$ cat src/rtl/uart_rx_pkg.sv
// Shared types and constants for the UART receive controller.
// The edge indices assume 8x oversampling of the bit period.
package uart_rx_pkg;

    typedef enum logic [2:0] {
        ST_IDLE   = 3'd0,
        ST_START  = 3'd1,
        ST_DATA   = 3'd2,
        ST_PARITY = 3'd3,
        ST_STOP   = 3'd4,
        ST_DONE   = 3'd5
    } rx_state_t;

    // Checkers and the deserializer act one edge before the bit ends,
    // so their result is ready for the state decision on the last edge.
    localparam logic [2:0] SAMPLE_CHK_EDGE = 3'd6;
    localparam logic [2:0] LAST_EDGE       = 3'd7;

endpackage

$ cat src/rtl/uart_rx_ctrl.sv
// UART receive frame sequencer: drives the edge/bit counter, sampler,
// deserializer and bit checkers, and reports the result of each frame.
//
// state     | meaning
// ----------+-----------------------------------------------------------
// ST_IDLE   | line idle; a low rx_in starts the counter and enters START
// ST_START  | start bit; glitch check on edge 6, abort or continue on 7
// ST_DATA   | DATA_WIDTH data bits, one deserializer shift per bit
// ST_PARITY | optional parity bit; parity result captured on edge 7
// ST_STOP   | stop bit; stop result captured on edge 7
// ST_DONE   | single-cycle result report; low rx_in chains the next frame
module uart_rx_ctrl
    import uart_rx_pkg::*;
#(
    parameter int DATA_WIDTH = 8
) (
    input  logic       clk,
    input  logic       rst,
    input  logic       rx_in,
    input  logic       par_en,
    input  logic [2:0] edge_cnt,
    input  logic [3:0] bit_cnt,
    input  logic       strt_glitch,
    input  logic       par_err,
    input  logic       stp_err,
    output logic       cnt_enable,
    output logic       dat_samp_en,
    output logic       deser_en,
    output logic       strt_chk_en,
    output logic       par_chk_en,
    output logic       stp_chk_en,
    output logic       data_valid,
    output logic       par_err_flag,
    output logic       stp_err_flag
);

    // Start bit is bit 0, so the last data bit index equals the width.
    localparam logic [3:0] LAST_DATA_BIT = 4'(DATA_WIDTH);

    rx_state_t state;
    logic      par_err_q;
    logic      stp_err_q;
    logic      last_edge;
    logic      chk_edge;

    assign last_edge = (edge_cnt == LAST_EDGE);
    assign chk_edge  = (edge_cnt == SAMPLE_CHK_EDGE);

    always_ff @(posedge clk or negedge rst) begin
        if (!rst) begin
            state     <= ST_IDLE;
            par_err_q <= 1'b0;
            stp_err_q <= 1'b0;
        end else begin
            case (state)
                ST_IDLE: begin
                    if (!rx_in)
                        state <= ST_START;
                end
                ST_START: begin
                    if (last_edge)
                        state <= strt_glitch ? ST_IDLE : ST_DATA;
                end
                ST_DATA: begin
                    if (last_edge && (bit_cnt == LAST_DATA_BIT))
                        state <= par_en ? ST_PARITY : ST_STOP;
                end
                ST_PARITY: begin
                    if (last_edge) begin
                        par_err_q <= par_err;
                        state     <= ST_STOP;
                    end
                end
                ST_STOP: begin
                    if (last_edge) begin
                        stp_err_q <= stp_err;
                        state     <= ST_DONE;
                    end
                end
                ST_DONE: begin
                    par_err_q <= 1'b0;
                    stp_err_q <= 1'b0;
                    state     <= rx_in ? ST_IDLE : ST_START;
                end
                default: state <= ST_IDLE;
            endcase
        end
    end

    // Counter enable in IDLE/DONE follows rx_in directly so the counter
    // is already at edge 1 when START is entered.
    always_comb begin
        cnt_enable   = 1'b0;
        dat_samp_en  = 1'b0;
        deser_en     = 1'b0;
        strt_chk_en  = 1'b0;
        par_chk_en   = 1'b0;
        stp_chk_en   = 1'b0;
        data_valid   = 1'b0;
        par_err_flag = 1'b0;
        stp_err_flag = 1'b0;
        case (state)
            ST_IDLE: begin
                cnt_enable = !rx_in;
            end
            ST_START: begin
                cnt_enable  = 1'b1;
                dat_samp_en = 1'b1;
                strt_chk_en = chk_edge;
            end
            ST_DATA: begin
                cnt_enable  = 1'b1;
                dat_samp_en = 1'b1;
                deser_en    = chk_edge;
            end
            ST_PARITY: begin
                cnt_enable  = 1'b1;
                dat_samp_en = 1'b1;
                par_chk_en  = chk_edge;
            end
            ST_STOP: begin
                cnt_enable  = 1'b1;
                dat_samp_en = 1'b1;
                stp_chk_en  = chk_edge;
            end
            ST_DONE: begin
                cnt_enable   = !rx_in;
                data_valid   = !par_err_q && !stp_err_q;
                par_err_flag = par_err_q;
                stp_err_flag = stp_err_q;
            end
            default: ;
        endcase
    end

endmodule

$ cat config.mk
export PLATFORM = sky130hd
export DESIGN_NAME = uart_rx_ctrl
export DESIGN_NICKNAME = d
export VERILOG_FILES = /design/src/rtl/uart_rx_pkg.sv /design/src/rtl/uart_rx_ctrl.sv
export SDC_FILE = /design/constraint.sdc
export NUM_CORES = 1
export LEC_CHECK = 0
export ABC_AREA = 1
export CAP_MARGIN = 0
export CORE_AREA = 5 5 42 44
export DETAILED_ROUTE_END_ITERATION = 10
export DIE_AREA = 0 0 47 49
export PLACE_DENSITY = 0.8
export SLEW_MARGIN = 20
export SYNTH_ARGS = -nofsm -noshare
export SYNTH_HDL_FRONTEND = slang
export SYNTH_SLANG_ARGS = --single-unit
$ cat constraint.sdc
create_clock -name clk -period 2.2 [get_ports clk]
set_input_delay 0.33 -clock clk [delete_from_list [all_inputs] [get_ports clk]]
set_output_delay 0.33 -clock clk [all_outputs]
set_load 0.01 [all_outputs]
Word level (Yosys, flattened, before mapping). Cells that the tools add are included.

Register bits: 5. Bits in latches: 0. RAM bits: 0. Bits in read-only memories: 0. Input port bits: 14. Output and inout port bits: 9. Logic and storage cells: 51. Memories: 0.

Add/subtract/negate cells: 0. $mul: 0. Divide/modulo/power cells: 0. Order comparisons: 0. Equality and inequality tests: 13. Shift operators: 0. Multiplexer cells: 22. Bitwise operators: 0. Reductions and logical operators: 13.

Operators by type and width (number): $mux W3 (6); $pmux W3 S6 (1); $eq A3 B3 Y1 const B (4); $mux W1 (11); $ne A2 B2 Y1 const B (5); $eq A3 B2 Y1 const B (2); $pmux W1 S2 (3); $reduce_and A5 Y1 (1); $eq A4 B4 Y1 const B (1); $reduce_and A2 Y1 (2); $reduce_bool A2 Y1 (2); $reduce_or A4 Y1 (1); $eq A3 B1 Y1 const B (1); $logic_not A1 Y1 (3); $logic_not A3 Y1 (1); $logic_and A1 B1 Y1 (2); $mux W2 (1); $reduce_or A2 Y1 (1).

Logic depth before layout (Yosys ltp). Gate-level depths: netlist (run 1).

Depth after elaboration: 4. Gate-level depth with buffers: 9. Depth with buffers taken out: 9.

Worst setup path after synthesis (run 1). OpenSTA, ideal clock, no wires.

Kind: reg-to-output. Start: register state[1]. End: output data_valid. Arrival: 1.074 ns. Data required time: 1.870 ns. Slack: 0.796 ns. Cell stages (with the launch flop): 6. Path buffers: 0. Cells stage by stage: dfrtp_1 > inv_1 > nand2_1 > nor2_1 > inv_1 > nor3_1.

Word-level cells in the longest chain between the ends: 2.

Ends and longest elaborated chain: start, declared (line uart_rx_ctrl.sv:40) `rx_state_t state;`; start signal, assigned (line uart_rx_ctrl.sv:62) `state <= strt_glitch ? ST_IDLE : ST_DATA;`; start signal, assigned (line uart_rx_ctrl.sv:66) `state <= par_en ? ST_PARITY : ST_STOP;`; start signal, assigned (line uart_rx_ctrl.sv:83) `state <= rx_in ? ST_IDLE : ST_START;`; $eq A3 B3 Y1 (line uart_rx_ctrl.sv:102) `case (state)`; $mux W1 (line uart_rx_ctrl.sv:102); end, declared (line uart_rx_ctrl.sv:32) `output logic data_valid,`.

Every way passes these cells.

Worst setup path after layout (run 1).
Start: register state[0]. End: output stp_err_flag.

Word-level cells in the longest chain between the ends: 2.

Ends and longest elaborated chain: $eq A3 B3 Y1 (line uart_rx_ctrl.sv:102); $mux W1 (line uart_rx_ctrl.sv:102); end, declared (line uart_rx_ctrl.sv:34) `output logic stp_err_flag`.

Every way passes these cells.

==> metrics.txt, run 1 <==
# TYPE chip_impl_metric gauge
chip_impl_metric{name="num_antenna_cells",unit=""} 0
chip_impl_metric{name="place_worst_setup_slack",unit="ns"} 0.199
chip_impl_info{name="hp-class",value="in2async"} 1
chip_impl_metric{name="num-nets-final",unit=""} 109
chip_impl_metric{name="initial_core_util",unit=""} 0.304
chip_impl_info{name="layout_commonest_cell",value="sky130_fd_sc_hd__clkdlybuf4s50_1"} 1
chip_impl_metric{name="worst_hold_slack",unit="ns"} 0.293
chip_impl_metric{name="antenna_found_initial",unit=""} 0
chip_impl_metric{name="synth_cell_types",unit=""} 15
chip_impl_info{name="cts-root-buf",value="sky130_fd_sc_hd__clkbuf_4"} 1
chip_impl_info{name="critical_path.most_common_cell",value="sky130_fd_sc_hd__nor2_1"} 1
chip_impl_metric{name="gp_congestion",unit=""} 0.744
chip_impl_metric{name="setup.reg_to_reg.worst_slack",unit="ns"} 0.96
chip_impl_metric{name="max_clock_freq",unit="MHz"} 480
chip_impl_metric{name="worst_path_largest_cell_delay",unit="ns"} 0.55
chip_impl_metric{name="clk_pin_slew",unit="ns"} 0.05
chip_impl_metric{name="grt_max_degree",unit=""} 10
chip_impl_metric{name="placed_cells",unit=""} 106
chip_impl_metric{name="globalRouteTotalUtil",unit=""} 0.124
chip_impl_metric{name="post_cts_setup_inserts",unit=""} 0
chip_impl_metric{name="timing.setup.tns",unit="ns"} 0
chip_impl_metric{name="worstPathMaxFanout",unit=""} 9
chip_impl_metric{name="netlist_instances",unit=""} 68
chip_impl_metric{name="yosys_warnings",unit=""} 0
chip_impl_info{name="crit_chain",value="nand2_1 -> nor2_1 -> inv_1 -> nor2_1 -> clkdlybuf4s50_1"} 1
chip_impl_info{name="timing_worst_setup_path_type",value="reg2out"} 1
chip_impl_metric{name="critical_path_arrival",unit="ns"} 1.75
chip_impl_metric{name="areaGrowthSynthToFinish",unit="%"} 62.8
chip_impl_metric{name="worstMarginPinSlew",unit="ns"} 0.320
chip_impl_metric{name="synth_seq_area_share",unit=""} 0.293
chip_impl_metric{name="post_synth_xor_area_fraction",unit=""} 0
chip_impl_info{name="type_of_destination_of_the_critical_path",value="output port"} 1
chip_impl_metric{name="detailed_placement_hpwl",unit="µm"} 988
chip_impl_metric{name="core-area",unit="µm²"} 1400
chip_impl_metric{name="yosys.area_share.adder",unit=""} 0
chip_impl_metric{name="drive_gt1_frac",unit=""} 0.128
chip_impl_metric{name="first_iter_violations",unit=""} 10
chip_impl_metric{name="cts_buffer_depth",unit=""} 2
chip_impl_metric{name="use_met1",unit=""} 0.129
chip_impl_metric{name="clk-insertion-delay-late",unit="ns"} 0.25
chip_impl_info{name="grt-busiest-layer",value="met2"} 1
chip_impl_metric{name="timing_hold_violations_final",unit=""} 0
chip_impl_metric{name="met2_track_utilization_from_global_routing",unit=""} 0.197
chip_impl_metric{name="synth.cell_area",unit="µm²"} 427
chip_impl_metric{name="ir_worst_vdd",unit="mV"} 0.354
chip_impl_metric{name="synthDominantCellAreaShare",unit=""} 0.293
chip_impl_info{name="netlist.top_cell.by_area",value="sky130_fd_sc_hd__dfrtp_1"} 1
chip_impl_metric{name="final.setup_skew",unit="ns"} 0.00572
chip_impl_info{name="critical_path.startpoint_type",value="register"} 1
chip_impl_metric{name="detail-route-antenna-nets",unit=""} 0
chip_impl_info{name="reg2reg_from",value="state[0]$_DFFE_PN0P_"} 1
chip_impl_info{name="outcome",value="completed"} 1
chip_impl_metric{name="timing.final.crit_share",unit=""} 0.947
chip_impl_metric{name="fillCellCount",unit=""} 164
chip_impl_metric{name="r2r.worst_path.cells",unit=""} 8
chip_impl_metric{name="finalWorstPathRequiredPeriod",unit="ns"} 2.08
chip_impl_metric{name="drt_drc_violations_left",unit=""} 0
chip_impl_metric{name="chipWidth",unit="µm"} 47
chip_impl_metric{name="route.final.wire_length",unit="µm"} 1200
chip_impl_metric{name="cellLeakagePower",unit="nW"} 0.355
chip_impl_metric{name="global_route.overflow_total",unit=""} 0
chip_impl_metric{name="ys_ff_latch",unit=""} 5
chip_impl_info{name="regToRegEndpoint",value="state[1]$_DFFE_PN0P_"} 1
chip_impl_metric{name="worstPathRequired",unit="ns"} 1.87
chip_impl_metric{name="placement_rows",unit=""} 14
chip_impl_metric{name="synthesized_area_fraction_occupied_by_ao_oa_aoi_and_oai_cells",unit=""} 0.0821
chip_impl_metric{name="maxSlewHeadroom",unit=""} 0.786
chip_impl_metric{name="ys_async_rst_share",unit=""} 1.00
chip_impl_metric{name="drt_first_pass_iters",unit=""} 2
chip_impl_info{name="clock_tree_from_tritoncts",value="built"} 1
chip_impl_metric{name="grt_pass1_vias",unit=""} 531
chip_impl_metric{name="synth.area.mux_share",unit=""} 0
chip_impl_metric{name="max_cap_viol_count",unit=""} 0
chip_impl_info{name="endpoint",value="stp_err_flag"} 1
chip_impl_metric{name="io_pins",unit=""} 23
chip_impl_metric{name="postLayoutSetupSlackWorst",unit="ns"} 0.117
chip_impl_metric{name="global_route_wire_length_before_repair",unit="µm"} 2040
chip_impl_metric{name="syn_avg_cell_area",unit="µm²"} 6.27
chip_impl_metric{name="cts-buffers-inserted",unit=""} 3
chip_impl_info{name="commonest_non_fill_non_tap_cells_in_the_layout",value="20 x sky130_fd_sc_hd__clkdlybuf4s50_1, 13 x sky130_fd_sc_hd__nand2_1, 11 x sky130_fd_sc_hd__inv_1"} 1
chip_impl_metric{name="cts_htree_levels",unit=""} 1
chip_impl_metric{name="global_route.usage.met3",unit=""} 0.0554
chip_impl_metric{name="tritoncts_num_sinks",unit=""} 5
chip_impl_metric{name="finalSetupViolations",unit=""} 0
chip_impl_info{name="largest_family_of_logic_cells_by_synthesized_area",value="simple AND/OR/NAND/NOR gates"} 1
chip_impl_info{name="startpoint",value="state[0]$_DFFE_PN0P_"} 1
chip_impl_metric{name="synth-simple-area-share",unit=""} 0.493
chip_impl_metric{name="cellPowerDensity",unit="nW/µm²"} 881
chip_impl_metric{name="route.detailed.wl_per_inst",unit="µm"} 10.9
chip_impl_metric{name="final_cell_count_no_fill",unit=""} 110
chip_impl_metric{name="synth_enable_flop_cells",unit=""} 0
chip_impl_metric{name="via_count",unit=""} 515
chip_impl_info{name="synth_top_cells_by_area",value="sky130_fd_sc_hd__dfrtp_1 29%, sky130_fd_sc_hd__nand3_1 12%, sky130_fd_sc_hd__nand2_1 11%"} 1
chip_impl_metric{name="dieHeight",unit="µm"} 49
chip_impl_info{name="timing.critical_path.slowest_stage_cell",value="sky130_fd_sc_hd__clkdlybuf4s50_1"} 1
chip_impl_metric{name="final-max-slew-violation-count",unit=""} 0
chip_impl_metric{name="syn-num-nets",unit=""} 82
chip_impl_metric{name="final_core_occ",unit=""} 0.496
chip_impl_metric{name="portBuffers",unit=""} 22
chip_impl_metric{name="routed_via_density",unit=""} 4.68
chip_impl_metric{name="die_area",unit="µm²"} 2300
chip_impl_info{name="synthFlopType",value="sky130_fd_sc_hd__dfrtp_1"} 1
## repair_timing
item	4_1_cts	5_1_grt
resized for setup	0	2
setup endpoints to repair	0	2
hold buffers	0	0
## power breakdown
group	total, mW	switching [mW]	internal, mW
logic	0.336	0.183	0.153
registers	0.165	0.0442	0.120
clock network	0.112	0.0428	0.0689
total	0.612	0.270	0.342
## registers in the layout (all words and copies together), names as in the netlist
signal and cells:
state 3, par_err_q 1, stp_err_q 1
## cell families after synthesis
logic type	Yosys count
AND/OR/NAND/NOR	44
buffers and inverters	13
AO/OA/AOI/OAI	6
flip-flops	5
## cells in the mapped netlist (2+ instances only)
cell type	instances
sky130_fd_sc_hd__nor3_1	4
sky130_fd_sc_hd__dfrtp_1	5
sky130_fd_sc_hd__nor2_2	2
sky130_fd_sc_hd__inv_1	11
sky130_fd_sc_hd__a21oi_1	2
sky130_fd_sc_hd__nand3_1	10
sky130_fd_sc_hd__o21ai_0	2
sky130_fd_sc_hd__nand2_4	2
sky130_fd_sc_hd__nand2_1	13
sky130_fd_sc_hd__nor2_1	10
sky130_fd_sc_hd__nand2_2	3
## worst min path at each step
stage,slack (ns),end,cells after the start
3_5_place_dp,0.57,stp_err_q$_DFFE_PN0P_,1
3_3_place_gp,0.56,stp_err_q$_DFFE_PN0P_,1
6_report,0.29,stp_err_q$_DFFE_PN0P_,1
5_1_grt,0.31,state[1]$_DFFE_PN0P_,1
4_1_cts,0.30,stp_err_q$_DFFE_PN0P_,1
2_1_floorplan,0.03,par_err_q$_DFFE_PN0P_,0
## critical path: cells and delay by family, from the launching register on
kind,cells,cell delay (ns)
AND/OR/NAND/NOR,3,0.34
flip-flops,1,0.52
buffers and inverters,2,0.65
## routing by layer
metal  vias up  share of wire
met5         -              0
met4         0          0.017
met2        21           0.50
li1        265              -
met3         2          0.092
met1       227           0.39
## final cells by class
class                   instances  area [µm²]  area share
multi-input cells              50         245       0.353
repair buffers                 23         233       0.335
flip-flops and latches          5         125       0.180
inverters                      12        45.0      0.0649
well taps                      16        20.0      0.0288
clock buffers                   4        26.3      0.0378
## stage by stage
step	power, mW	cell area (µm²)
final	0.612	694
after global routing	0.665	694
after CTS	0.618	689
after detailed placement	0.504	663
after global placement	0.498	663
after floorplan	0.397	427
(Power assumes the default switching activity.)
==> run 2: changes to the inputs <==
--- a/config.mk
+++ b/config.mk
@@ -10,8 +10,9 @@
 export CORE_AREA = 5 5 42 44
 export DETAILED_ROUTE_END_ITERATION = 10
 export DIE_AREA = 0 0 47 49
-export PLACE_DENSITY = 0.8
+export PLACE_DENSITY = 0.71
 export SLEW_MARGIN = 20
 export SYNTH_ARGS = -nofsm -noshare
 export SYNTH_HDL_FRONTEND = slang
 export SYNTH_SLANG_ARGS = --single-unit
+export TNS_END_PERCENT = 10
==> constraint.sdc (replaced) <==
create_clock -name clk -period 2.65 [get_ports clk]
set_input_delay 0.3975 -clock clk [delete_from_list [all_inputs] [get_ports clk]]
set_output_delay 0.3975 -clock clk [all_outputs]
set_load 0.01 [all_outputs]
==> run 2 against run 1 <==
Compared with the run above: cell area fell by 0.72%; hold slack improved by 0.065 ns; clock skew rose by 0.0050 ns; routed wire length fell by 8.3%; clock power fell by 18%; critical path type unchanged.
==> metrics.txt, run 2 (synthesis results as in run 1) <==
# TYPE chip_impl_metric gauge
chip_impl_info{name="outcome",value="completed"} 1
chip_impl_metric{name="die_area",unit="µm²"} 2300
chip_impl_metric{name="timing.setup.tns",unit="ns"} 0
chip_impl_metric{name="grt_pass1_vias",unit=""} 545
chip_impl_metric{name="via_count",unit=""} 505
chip_impl_metric{name="cellPowerDensity",unit="nW/µm²"} 735
chip_impl_info{name="top_register",value="state"} 1
chip_impl_info{name="commonest_non_fill_non_tap_cells_in_the_layout",value="22 x sky130_fd_sc_hd__clkdlybuf4s50_1, 13 x sky130_fd_sc_hd__nand2_1, 11 x sky130_fd_sc_hd__inv_1"} 1
chip_impl_metric{name="chipWidth",unit="µm"} 47
chip_impl_metric{name="maxSlewHeadroom",unit=""} 0.785
chip_impl_metric{name="post_cts_setup_inserts",unit=""} 0
chip_impl_info{name="hp-class",value="in2async"} 1
chip_impl_metric{name="finalWorstPathRequiredPeriod",unit="ns"} 2.28
chip_impl_metric{name="gp_congestion",unit=""} 0.734
chip_impl_info{name="unrepaired_setup_endpoints_after_global_routing",value="no"} 1
chip_impl_metric{name="antenna_found_initial",unit=""} 0
chip_impl_metric{name="final-max-slew-violation-count",unit=""} 0
chip_impl_metric{name="placement_rows",unit=""} 14
chip_impl_info{name="regToRegEndpoint",value="state[1]$_DFFE_PN0P_"} 1
chip_impl_info{name="cts-root-buf",value="sky130_fd_sc_hd__clkbuf_4"} 1
chip_impl_metric{name="max_cap_viol_count",unit=""} 0
chip_impl_metric{name="global_route_wire_length_before_repair",unit="µm"} 2010
chip_impl_metric{name="areaGrowthSynthToFinish",unit="%"} 61.6
chip_impl_metric{name="timing_hold_violations_final",unit=""} 0
chip_impl_info{name="critical_path.startpoint_type",value="register"} 1
chip_impl_metric{name="route.detailed.wl_per_inst",unit="µm"} 10.0
chip_impl_metric{name="ir_worst_vdd",unit="mV"} 0.232
chip_impl_metric{name="r2r.worst_path.cells",unit=""} 8
chip_impl_metric{name="io_pins",unit=""} 23
chip_impl_metric{name="largest_reg_flops",unit=""} 3
chip_impl_metric{name="cts-buffers-inserted",unit=""} 3
chip_impl_metric{name="cts_resized",unit=""} 0
chip_impl_info{name="reg2reg_from",value="state[0]$_DFFE_PN0P_"} 1
chip_impl_metric{name="num_antenna_cells",unit=""} 0
chip_impl_metric{name="critical_path_arrival",unit="ns"} 1.88
chip_impl_metric{name="portBuffers",unit=""} 22
chip_impl_metric{name="setup.reg_to_reg.worst_slack",unit="ns"} 1.41
chip_impl_metric{name="timing.final.crit_share",unit=""} 0.859
chip_impl_info{name="timing_worst_setup_path_type",value="reg2out"} 1
chip_impl_metric{name="first_iter_violations",unit=""} 12
chip_impl_metric{name="postCtsHoldBufs",unit=""} 0
chip_impl_metric{name="global_route.overflow_total",unit=""} 0
chip_impl_metric{name="detail-route-antenna-nets",unit=""} 0
chip_impl_metric{name="worst_hold_slack",unit="ns"} 0.358
chip_impl_metric{name="worstPathMaxFanout",unit=""} 9
chip_impl_metric{name="tritoncts_num_sinks",unit=""} 5
chip_impl_metric{name="cellLeakagePower",unit="nW"} 0.318
chip_impl_info{name="largest_registers",value="state: 3 flops, par_err_q: 1 flops, stp_err_q: 1 flops"} 1
chip_impl_metric{name="route.final.wire_length",unit="µm"} 1100
chip_impl_metric{name="core-area",unit="µm²"} 1400
chip_impl_metric{name="globalRouteTotalUtil",unit=""} 0.117
chip_impl_metric{name="clk-insertion-delay-late",unit="ns"} 0.25
chip_impl_metric{name="routed_via_density",unit=""} 4.59
chip_impl_metric{name="initial_core_util",unit=""} 0.304
chip_impl_metric{name="grt_max_degree",unit=""} 10
chip_impl_metric{name="drive_gt1_frac",unit=""} 0.128
chip_impl_metric{name="cts_htree_levels",unit=""} 1
chip_impl_metric{name="num-nets-final",unit=""} 109
chip_impl_metric{name="dieHeight",unit="µm"} 49
chip_impl_info{name="layout_commonest_cell",value="sky130_fd_sc_hd__clkdlybuf4s50_1"} 1
chip_impl_metric{name="cts_buffer_depth",unit=""} 2
chip_impl_metric{name="clk_pin_slew",unit="ns"} 0.05
chip_impl_metric{name="final.setup_skew",unit="ns"} 0.0108
chip_impl_metric{name="finalSetupViolations",unit=""} 0
chip_impl_info{name="clock_tree_from_tritoncts",value="built"} 1
chip_impl_metric{name="worstMarginPinSlew",unit="ns"} 0.322
chip_impl_metric{name="drt_first_pass_iters",unit=""} 4
chip_impl_info{name="type_of_destination_of_the_critical_path",value="output port"} 1
chip_impl_metric{name="worstPathRequired",unit="ns"} 2.25
chip_impl_metric{name="detailed_placement_hpwl",unit="µm"} 901
chip_impl_metric{name="drt_drc_violations_left",unit=""} 0
chip_impl_metric{name="max_clock_freq",unit="MHz"} 439
[run 2: cell count changes in the layout (fill, tap and decap cells not counted)]
cell,change
sky130_fd_sc_hd__dlymetal6s2s_1,-2
sky130_fd_sc_hd__clkdlybuf4s50_1,+2
[run 2: power by group]
group | internal, mW | leakage, nW | switching (mW)
logic | 0.128 | 0.237 | 0.150
clock network | 0.0572 | 0.0150 | 0.0352
registers | 0.0999 | 0.0658 | 0.0365
[run 2: stage by stage]
stage | cells | cell area [µm²] | utilization | total power [mW] | worst slack [ns]
finish | 110 | 689 | 0.492 | 0.507 | 0.374
global route | 110 | 689 | 0.492 | 0.560 | 0.216
CTS | 110 | 689 | 0.492 | 0.510 | 0.368
detailed placement | 106 | 663 | 0.473 | 0.414 | 0.519
global placement | 106 | 663 | 0.473 | 0.412 | 0.528
floorplan | 68 | 427 | - | 0.330 | 1.18
[run 2: worst max-delay path, cell delays in order (launching register included)]
cell,delay [ns]
sky130_fd_sc_hd__dfrtp_1,0.52
sky130_fd_sc_hd__nand2_1,0.11
sky130_fd_sc_hd__nor2_1,0.10
sky130_fd_sc_hd__buf_4,0.14
sky130_fd_sc_hd__inv_1,0.07
sky130_fd_sc_hd__nor3_1,0.13
sky130_fd_sc_hd__clkdlybuf4s50_1,0.56
[run 2: per-layer routing]
layer / part of all wire / global-route usage
met1: 0.42 / 0.142
met4: 0.0073 / 0.0829
met5: 0 / 0
met2: 0.50 / 0.176
met3: 0.072 / 0.0185
[run 2: how the worst max path moves through the flow]
stage                               startpoint         end  slack, ns  cells after the start
after global placement             edge_cnt[2]    deser_en       0.53                      4
after global routing      state[0]$_DFFE_PN0P_  data_valid       0.22                      6
final                     state[0]$_DFFE_PN0P_  data_valid       0.37                      6
after CTS                 state[0]$_DFFE_PN0P_  data_valid       0.37                      6
after floorplan           state[1]$_DFFE_PN0P_  data_valid       1.18                      5
after detailed placement           edge_cnt[2]    deser_en       0.52                      4
[run 2: final cells by class]
cell class | count | area [µm²]
multi-input cells | 50 | 245
inverters | 12 | 45.0
flip-flops and latches | 5 | 125
repair buffers | 23 | 228
clock buffers | 4 | 26.3
well taps | 16 | 20.0
fillers | 143 | 712
